$ cat src/rtl/glitch_sequencer.sv
// rtl/glitch_sequencer.sv - arm/trigger/delay sequencer driving the glitch pulser start strobe
module glitch_sequencer #(
  parameter int RESET_CYCLES = 1000
) (
  input  logic        clk,
  input  logic        rst,
  input  logic        arm_i,
  input  logic        abort_i,
  input  logic        reset_target_i,
  input  logic        trig_edge_i,
  input  logic [15:0] delay_i,
  input  logic        trigger_i,
  input  logic        pulser_ready_i,
  output logic        pulse_start_o,
  output logic        target_reset_o,
  output logic        busy_o,
  output logic        done_o,
  output logic [2:0]  state_o
);

  localparam int RC_W = (RESET_CYCLES > 1) ? $clog2(RESET_CYCLES) : 1;
  localparam logic [RC_W-1:0] RC_LOAD = RC_W'(RESET_CYCLES - 1);

  typedef enum logic [2:0] {
    S_IDLE      = 3'd0,
    S_RESET_TGT = 3'd1,
    S_WAIT_TRIG = 3'd2,
    S_DELAY     = 3'd3,
    S_FIRE      = 3'd4,
    S_WAIT_DONE = 3'd5
  } state_t;

  state_t          state, next_state;
  logic            s1, s2, s3;
  logic            edge_q;
  logic [15:0]     delay_q;
  logic [15:0]     delay_cnt;
  logic [RC_W-1:0] rst_cnt;
  logic            seen_low;
  logic            trig_hit;
  logic            latch_cfg, load_delay, load_rst, done_next;

  // Synchronizer and history run in every state so a level present at arm is never seen as an edge.
  always_ff @(posedge clk) begin
    if (rst) begin
      s1 <= 1'b0;
      s2 <= 1'b0;
      s3 <= 1'b0;
    end else begin
      s1 <= trigger_i;
      s2 <= s1;
      s3 <= s2;
    end
  end

  assign trig_hit = edge_q ? (s2 & ~s3) : (~s2 & s3);

  always_comb begin
    next_state = state;
    latch_cfg  = 1'b0;
    load_delay = 1'b0;
    load_rst   = 1'b0;
    done_next  = 1'b0;
    case (state)
      S_IDLE: begin
        if (arm_i && pulser_ready_i) begin
          latch_cfg = 1'b1;
          if (reset_target_i) begin
            next_state = S_RESET_TGT;
            load_rst   = 1'b1;
          end else begin
            next_state = S_WAIT_TRIG;
          end
        end
      end
      S_RESET_TGT: if (rst_cnt == '0) next_state = S_WAIT_TRIG;
      S_WAIT_TRIG: begin
        if (trig_hit) begin
          if (delay_q != 16'd0) begin
            next_state = S_DELAY;
            load_delay = 1'b1;
          end else begin
            next_state = S_FIRE;
          end
        end
      end
      S_DELAY:     if (delay_cnt == 16'd0) next_state = S_FIRE;
      S_FIRE:      next_state = S_WAIT_DONE;
      S_WAIT_DONE: begin
        if (seen_low && pulser_ready_i) begin
          next_state = S_IDLE;
          done_next  = 1'b1;
        end
      end
      default:     next_state = S_IDLE;
    endcase
    if (abort_i) begin
      next_state = S_IDLE;
      latch_cfg  = 1'b0;
      load_delay = 1'b0;
      load_rst   = 1'b0;
      done_next  = 1'b0;
    end
  end

  // Strobes are registered from the next state so they line up with the state they belong to.
  always_ff @(posedge clk) begin
    if (rst) begin
      state          <= S_IDLE;
      pulse_start_o  <= 1'b0;
      target_reset_o <= 1'b0;
      done_o         <= 1'b0;
      edge_q         <= 1'b0;
      delay_q        <= 16'd0;
      delay_cnt      <= 16'd0;
      rst_cnt        <= '0;
      seen_low       <= 1'b0;
    end else begin
      state          <= next_state;
      pulse_start_o  <= (next_state == S_FIRE);
      target_reset_o <= (next_state == S_RESET_TGT);
      done_o         <= done_next;
      if (latch_cfg) begin
        delay_q <= delay_i;
        edge_q  <= trig_edge_i;
      end
      if (load_rst) rst_cnt <= RC_LOAD;
      else if (state == S_RESET_TGT && rst_cnt != '0) rst_cnt <= rst_cnt - 1'b1;
      if (load_delay) delay_cnt <= delay_q - 16'd1;
      else if (state == S_DELAY && delay_cnt != 16'd0) delay_cnt <= delay_cnt - 16'd1;
      if (state != S_WAIT_DONE) seen_low <= 1'b0;
      else if (!pulser_ready_i) seen_low <= 1'b1;
    end
  end

  assign state_o = state;
  assign busy_o  = (state != S_IDLE);

endmodule

$ cat config.mk
export PLATFORM = sky130hd
export DESIGN_NAME = glitch_sequencer
export DESIGN_NICKNAME = d
export VERILOG_FILES = /design/src/rtl/glitch_sequencer.sv
export SDC_FILE = /design/constraint.sdc
export NUM_CORES = 1
export LEC_CHECK = 0
export ABC_AREA = 1
export CORE_ASPECT_RATIO = 1.25
export CORE_MARGIN = 2
export CORE_UTILIZATION = 40
export CTS_CLUSTER_SIZE = 12
export DETAILED_ROUTE_END_ITERATION = 10
export PLACE_DENSITY = 0.65
export SLEW_MARGIN = 25
export SYNTH_ARGS = -nofsm -noshare
export SYNTH_HDL_FRONTEND = slang
export SYNTH_SLANG_ARGS = --single-unit
$ cat constraint.sdc
create_clock -name clk -period 4.78 [get_ports clk]
set_clock_uncertainty 0.1 [all_clocks]
set_input_delay 0.478 -clock clk [delete_from_list [all_inputs] [get_ports clk]]
set_output_delay 0.478 -clock clk [all_outputs]
set_load 0.05 [all_outputs]
---- Word level (Yosys, flattened, before mapping) ----
Index checks and enable logic that the tools add are counted.
cells by class
  add/subtract/negate cells ............... 3
  divide/modulo/power cells ............... 0
  reduce and logical (&&, ||, !) cells .... 16
  bitwise operators ....................... 5
  $lt $le $gt $ge ......................... 0
  multiplexer cells ....................... 26
  shifts and indexed selects .............. 0
  eq/ne operators ......................... 8
  multipliers ............................. 0
operators with widths
  kind                                                 count
  two-way mux 16 bit                                   2
  nonzero test 16 bit                                  2
  subtractor 16 x 1 -> 16 bit, second input constant   2
  two-way mux 3 bit                                    7
  two-way mux 10 bit                                   2
  one-hot mux 3 bit (6 select lines)                   1
  logical NOT 16 bit                                   1
  two-way mux 1 bit                                    13
  logical NOT 10 bit                                   1
  nonzero test 10 bit                                  1
  subtractor 10 x 1 -> 10 bit, second input constant   1
  equality test 3 bit, second input constant           3
  equality test 3 x 1 -> 1 bit, second input constant  2
  equality test 3 x 2 -> 1 bit, second input constant  2
  logical AND 1 bit                                    4
  nonzero test 2 bit                                   2
  OR reduction 2 bit                                   2
  logical NOT 3 bit                                    1
  inequality test 3 bit, second input constant         1
  NOT 1 bit                                            3
  nonzero test 3 bit                                   1
  OR reduction 3 bit                                   1
  AND 1 bit                                            2
  two-way mux 2 bit                                    1
storage, ports and cells
  ROM bits ................................ 0
  bits in writable memories ............... 0
  output and inout bits ................... 7
  input bits .............................. 24
  memories ................................ 0
  flip-flop bits (word level) ............. 53
  bits in latches ......................... 0

---- Logic depth before layout (Yosys ltp) ----
Gate-level depths: netlist of run 1.
  word-level depth ........................ 7
  gate-level depth with buffers ........... 18
  mapped depth without buffers ............ 17

---- Worst setup path after synthesis of run 1 ----
No wires, ideal clock.
  path kind ............................... register -> register
  start ................................... register state[1] (netlist: state_o[1])
  end ..................................... register delay_cnt[8]
  required time ........................... 4.566 ns
  cell stages (with the launch flop) ...... 13
  clock period less this slack ............ 2.493 ns
  path buffers ............................ 1
  setup slack ............................. 2.287 ns
  arrival time ............................ 2.279 ns
  setup time .............................. 0.114 ns
  cells stage by stage .................... dfxtp_1 nand3_2 a21oi_4 buf_2 nand4_1 nand2_1 ha_1 nand2_1 nor2_1 nand3_2 xor2_1 o21bai_1 inv_1
between the ends
  word-level cells in the longest chain between the ends .. 4
  elaborated cells between the ends (all ways) .. 7
  classes of those cells .................. eq/ne (2); mux (3); reduce/logical (2)
RTL lines
  what                                                             RTL line  text
  from (decl)                                                      33        state_t state, next_state;
  from (signal assigned)                                           119       state <= next_state;
  equality test 3 x 2 -> 1 bit                                     64        case (state)
  two-way mux 1 bit                                                64
  two-way mux 1 bit                                                97        if (abort_i) begin
  two-way mux 16 bit / nonzero test 2 bit (equally long branches)  n/a
  to (signal assigned)                                             129       if (load_delay) delay_cnt <= delay_q - 16'd1;
  to (signal assigned)                                             130       else if (state == S_DELAY && delay_cnt != 16'd0) delay_cnt <= delay_cnt - 16'd1;
  to (decl)                                                        37        logic [15:0] delay_cnt;
Parallel ways exist; a longest one is shown, timed or not.
A chain may end at the register's enable or synchronous reset.

---- Worst setup path in the final report of run 1 ----
  start ................................... input port abort_i
  end ..................................... register delay_cnt[12]
between the ends
  word-level cells in the longest chain between the ends .. 2
  elaborated cells between the ends (all ways) .. 3
  classes of those cells .................. mux (2); reduce/logical (1)
RTL lines
  what                                                             RTL line  text
  from (decl)                                                      8         input logic abort_i,
  two-way mux 1 bit (*)                                            97
  two-way mux 16 bit / nonzero test 2 bit (equally long branches)  n/a
Mark *: on every way between the ends. The rest lies on a longest branch, timed or not.

==> results.toml, run 1 <==
[worst_setup_path]
r2r_end = "delay_cnt[10]"
regToRegStartpoint = "s2"
start_kind = "primary input"
r2r_slack_ps = 2000
worstPathRequired_ps = 4890
cp.arrival_ps = 3060
crit_fanout = 18
worstRegToRegCells = 8
critPathKind = "primary input to flop"
end_kind = "flop"

[cells_and_area]
diodes = 0
final_layout_size_suffix_gt1_share_pct = 6.51
register_area_mm2 = 0.00106
syn_to_final_growth_pct = 14.9
nNetsFinal = 502
final_common_cell = "nand2_1"
fill_cells = 742
final_area_mm2 = 0.00337
utilization_pct = 48.1
layout_common_cells = "nand2_1, nor2_1, inv_1"
multiInputGateArea_mm2 = 0.00153
final_cells = 566

[floorplan]
die_x_um = 80.6
fp.dieArea_mm2 = 0.00804
num_rows = 34
core_area_mm2 = 0.00702
start_util_pct = 41.8
die_y_um = 99.8
ios = 31

[global_routing]
antenna_found_initial = 0
gr-total-overflow = 0
met2_usage_pct = 35.4
grt_pass1_vias = 2851
grtUsageTotal_pct = 19.2
grt_use_met3_pct = 3.06
use_met1_pct = 21.8
grt_pass1_wl_um = 12500
top_usage_layer = "met2"
grt_max_degree = 41

[min_path]
hold_class = "flop to flop"
worstHoldStart = "s1"
min_path_cells = 2
holdPathEnd = "s2"

[power_and_ir_drop]
peakVddDrop_mv = 0.130
cellPowerDensity_mw_per_mm2 = 242
p_leak_nw = 1.65
p_total_mw = 0.817

[drt]
wl_per_cell_um = 12.3
num_vias = 2851
via_per_inst = 5.04
routed_wl_um = 6940
drcViolationCount = 0
drtIter0Drc = 145
route.antenna.remaining_nets = 0
first_pass_iters = 4

[yosys]
synth_async_sr_flop_share_pct = 0
yosysSeqAreaShare_pct = 36.1
syn_nets = 478
netlist_instances = 451
synth_top_area_share_pct = 36.1
ys.flop_type = "dfxtp_1"
netlist_area_mm2 = 0.00294
synth_seq_cells = 53
synth_area_leaders = "dfxtp_1, nand2_1, inv_1, nor2_1, o21ai_0"
yosysWarnings = 0
synth_top_cell_by_area = "dfxtp_1"
avgSynthCellArea_um2 = 6.51
synth_edf_count = 0
yosys.cell_types.count = 39

[timing]
worst-slew-pin-transition_ps = 769
rsz0062_at_grt = "no"
finalCritPeriodShare_pct = 61.7
finalHoldViolCount = 0
fin_hold_ws_ps = 322
setup-violations-final = 0
max_freq_mhz = 339
slew_viol_final = 0
period_minus_slack_ps = 2950
fin_ws_ps = 1830
tns_ps = 0
relSlewSlack_pct = 48.6

[placement]
port_buffers = 30
place_ws_ps = 1590
dpl-instance-area_mm2 = 0.00329
dpl.hpwl_um = 5170
placed_cells = 558
place_congestion = 0.826

[clock_tree]
cts_sinks = 53
clock_tree.root_cell = "clkbuf_8"
post_cts_resized = 0
htreeDepth = 2
max-clock-path-buffers = 2
clk_pin_slew_worst_paths_ps = 100
insertion_delay_ps = 310
cts_buffers = 5
cts_tree = "done"
post_cts_buffers = 0
hold_buffers = 0

[flow_run]
drv_cap = 0

[outcome]
status = "completed"
## Yosys cell counts, types with 2 or more instances
cell      count
nand2_1      79
nand3_2       3
nor2_1       70
nor2_4        3
nor2_2        3
inv_2         3
and3_1        2
inv_1        70
nand2_2       6
o21ai_0      44
nor3_1       12
buf_2         2
nand3_1      27
nand4_1      20
a21oi_1      14
clkinv_1      2
a31oi_1       3
o21bai_1      2
clkbuf_1     10
o211ai_1      3
ha_1          3
dfxtp_1      53
## worst max-delay path by stage
stage | slack, ps | cells after the start | endpoint | startpoint
floorplan | 2290 | 12 | delay_cnt[8] | state_o[1]
global placement | 1690 | 8 | delay_cnt[9] | abort_i
detailed placement | 1590 | 8 | delay_cnt[9] | abort_i
CTS | 1890 | 15 | delay_cnt[12] | abort_i
global route | 1640 | 13 | delay_cnt[14] | abort_i
finish | 1830 | 15 | delay_cnt[12] | abort_i
## cell families (layout without fill, tap and decap cells)
logic type | Yosys count | after routing | share of synthesized area, %
AND/OR/NAND/NOR | 231 | 231 | 36.2
buffers and inverters | 89 | 114 | 11.9
AO/OA/AOI/OAI | 74 | 74 | 14.2
flip-flops | 53 | 53 | 36.1
adder cells (fa/ha/maj) | 3 | 3 | 1.28
XOR/XNOR | 1 | 1 | 0.298
## worst max-delay path, cell delays in order
cell and delay [ps]:
clkdlybuf4s50_1 540, clkinv_1 410, nand3_4 390, nand2_1 100, o21ai_2 100, ha_1 230, nand2_1 80, nor2_1 180
nand3_2 160, clkinv_1 90, nand2_1 50, nand2_1 60, nand3_1 60, nand2_1 90, inv_1 30
## registers in the layout (all words and copies together), names as in the netlist
name,count
delay_cnt,16
delay_q,16
rst_cnt,10
state_o,3
done_o,1
edge_q,1
pulse_start_o,1
s1,1
s2,1
s3,1
seen_low,1
target_reset_o,1
## report_power, final
part | switching (mW) | internal [mW] | total [mW]
sequential | 0.00998 | 0.455 | 0.465
clock | 0.147 | 0.104 | 0.251
combinational | 0.0601 | 0.0406 | 0.101
total | 0.217 | 0.600 | 0.817
## layout make-up
cell class              instances  area share [%]
clock buffers                   7            2.26
clock inverters                 1           0.223
inverters                      75            8.35
multi-input cells             309            45.3
flip-flops and latches         53            31.5
well taps                      90            3.34
repair buffers                 31            9.12
## per-layer routing
layer  part of all wire (%)  vias to the layer above  routed length [µm]
li1                       -                     1500                   -
met3                    4.3                       13                 301
met5                      0                        -                   0
met4                    2.0                        0                 138
met2                     52                       63                3580
met1                     42                     1275                2920
Note: power is estimated with default switching activity, not from simulation.
==> run 2, diff against run 1 <==
PLACE_DENSITY = 0.67   (was 0.65)
clock period = 2.7 ns   (was 4.78 ns; I/O delays follow)
==> results.toml, run 2 (synthesized netlist as in run 1, its figures left out) <==
[global_routing]
grt_pass1_wl_um = 12100
grtUsageTotal_pct = 18.7
grt_pass1_vias = 2756
antenna_found_initial = 0
grt_max_degree = 32
gr-total-overflow = 0

[timing]
worst-slew-pin-transition_ps = 617
tns_ps = 0
period_minus_slack_ps = 2370
finalHoldViolCount = 0
slew_viol_final = 0
fin_ws_ps = 334
rsz0062_at_grt = "no"
setup-violations-final = 0
max_freq_mhz = 423
finalCritPeriodShare_pct = 87.6
relSlewSlack_pct = 58.5

[placement]
place_congestion = 0.882
placed_cells = 566
place_ws_ps = 221
port_buffers = 30
dpl.hpwl_um = 5360

[min_path]
hold_class = "flop to flop"
min_path_cells = 2

[worst_setup_path]
worstRegToRegCells = 14
worstPathRequired_ps = 2810
slowest_stage = "dfxtp_1"
start_kind = "flop"
critPathKind = "flop to flop"
crit_path_cell_trace = "nor2_1 > nand2_1 > nor2_2 > nand2_4 > nand3_4 > nand2_1 > o21ai_2 > ha_1 > nand2_1 > nor2_2 > nand3_2 > xor2_1 > o21bai_1 > inv_1"
end_kind = "flop"
cp.arrival_ps = 2470
crit_top_cell = "nand2_1"
crit_fanout = 15
cp_slowest_stage_delay_ps = 360

[cells_and_area]
diodes = 0
final_common_cell = "nand2_1"
layout_common_cells = "nand2_1, inv_1, nor2_1"
syn_to_final_growth_pct = 17.6
fill_cells = 732
nNetsFinal = 510
final_layout_size_suffix_gt1_share_pct = 8.06
register_area_mm2 = 0.00106
final_cells = 574
multiInputGateArea_mm2 = 0.00153
reg.largest.list = "delay_cnt: 16 flops, delay_q: 16 flops, rst_cnt: 10 flops"

[drt]
route.antenna.remaining_nets = 0
first_pass_iters = 4
via_per_inst = 5.08
routed_wl_um = 6980
num_vias = 2916
drtIter0Drc = 141
drcViolationCount = 0
wl_per_cell_um = 12.2

[floorplan]
start_util_pct = 41.8
die_y_um = 99.8
fp.dieArea_mm2 = 0.00804
ios = 31
die_x_um = 80.6
core_area_mm2 = 0.00702
num_rows = 34

[clock_tree]
cts_buffers = 5
max-clock-path-buffers = 2
clk_pin_slew_worst_paths_ps = 90
cts_tree = "done"
htreeDepth = 2
clock_tree.root_cell = "clkbuf_8"
cts_sinks = 53
insertion_delay_ps = 300
post_cts_buffers = 0

[power_and_ir_drop]
peakVddDrop_mv = 0.211
p_total_mw = 1.45
cellPowerDensity_mw_per_mm2 = 420
p_leak_nw = 1.70

[flow_run]
drv_cap = 0

[outcome]
status = "completed"
[run 2: cell count changes in the layout (fill, tap and decap cells not counted)]
cell / change
nor2_1: -1
inv_2: -1
nand2_2: -1
nor2_2: +1
nand2_4: +1
buf_4: +7
inv_1: +1
buf_12: +1
[run 2: final timing paths]
check                           slack [ps]        from            to
worst max-delay path                   330  delay_q[0]  delay_cnt[8]
worst min-delay path                   320          s1            s2
worst max register to register         330  delay_q[0]  delay_cnt[8]
worst min register to register         320          s1            s2
[run 2: repair_timing]
action	in CTS	in global routing
hold buffers	0	0
resized for setup	0	2
endpoints found under the setup margin	0	3
[run 2: cell type report]
class | count | area share (%)
Clock buffer | 7 | 2.21
Clock inverter | 1 | 0.217
Inverter | 75 | 8.15
Multi-Input combinational cell | 309 | 44.4
Sequential cell | 53 | 30.7
Tap cell | 90 | 3.26
Timing Repair Buffer | 39 | 11.0
[run 2: where the power goes]
group	total, mW	switching (mW)	internal [mW]
registers	0.823	0.0177	0.805
clock network	0.440	0.255	0.184
logic	0.189	0.110	0.0787
total	1.45	0.383	1.07
[run 2: worst max-delay path: cells and delay by family (launching register included)]
family	cells	cell delay, ps
fa+ha+maj	1	230
compound gates	2	240
simple gates	9	1110
buf+inv	1	50
flops	1	360
xor+xnor	1	170
[run 2: metal layers]
metal | global-route usage, % | up-vias | wire (µm)
met5 | 0 | - | 0
met2 | 34.7 | 53 | 3610
met4 | 5.35 | 0 | 89
li1 | - | 1517 | -
met1 | 21.8 | 1336 | 3000
met3 | 2.88 | 10 | 279
[run 2: through the flow]
stage	hold WS [ps]	cell area [µm²]	utilization, %
after floorplan	248	2940	-
after global placement	291	3360	47.9
after detailed placement	311	3360	47.9
after CTS	325	3450	49.1
after global routing	354	3450	49.2
final	318	3450	49.2
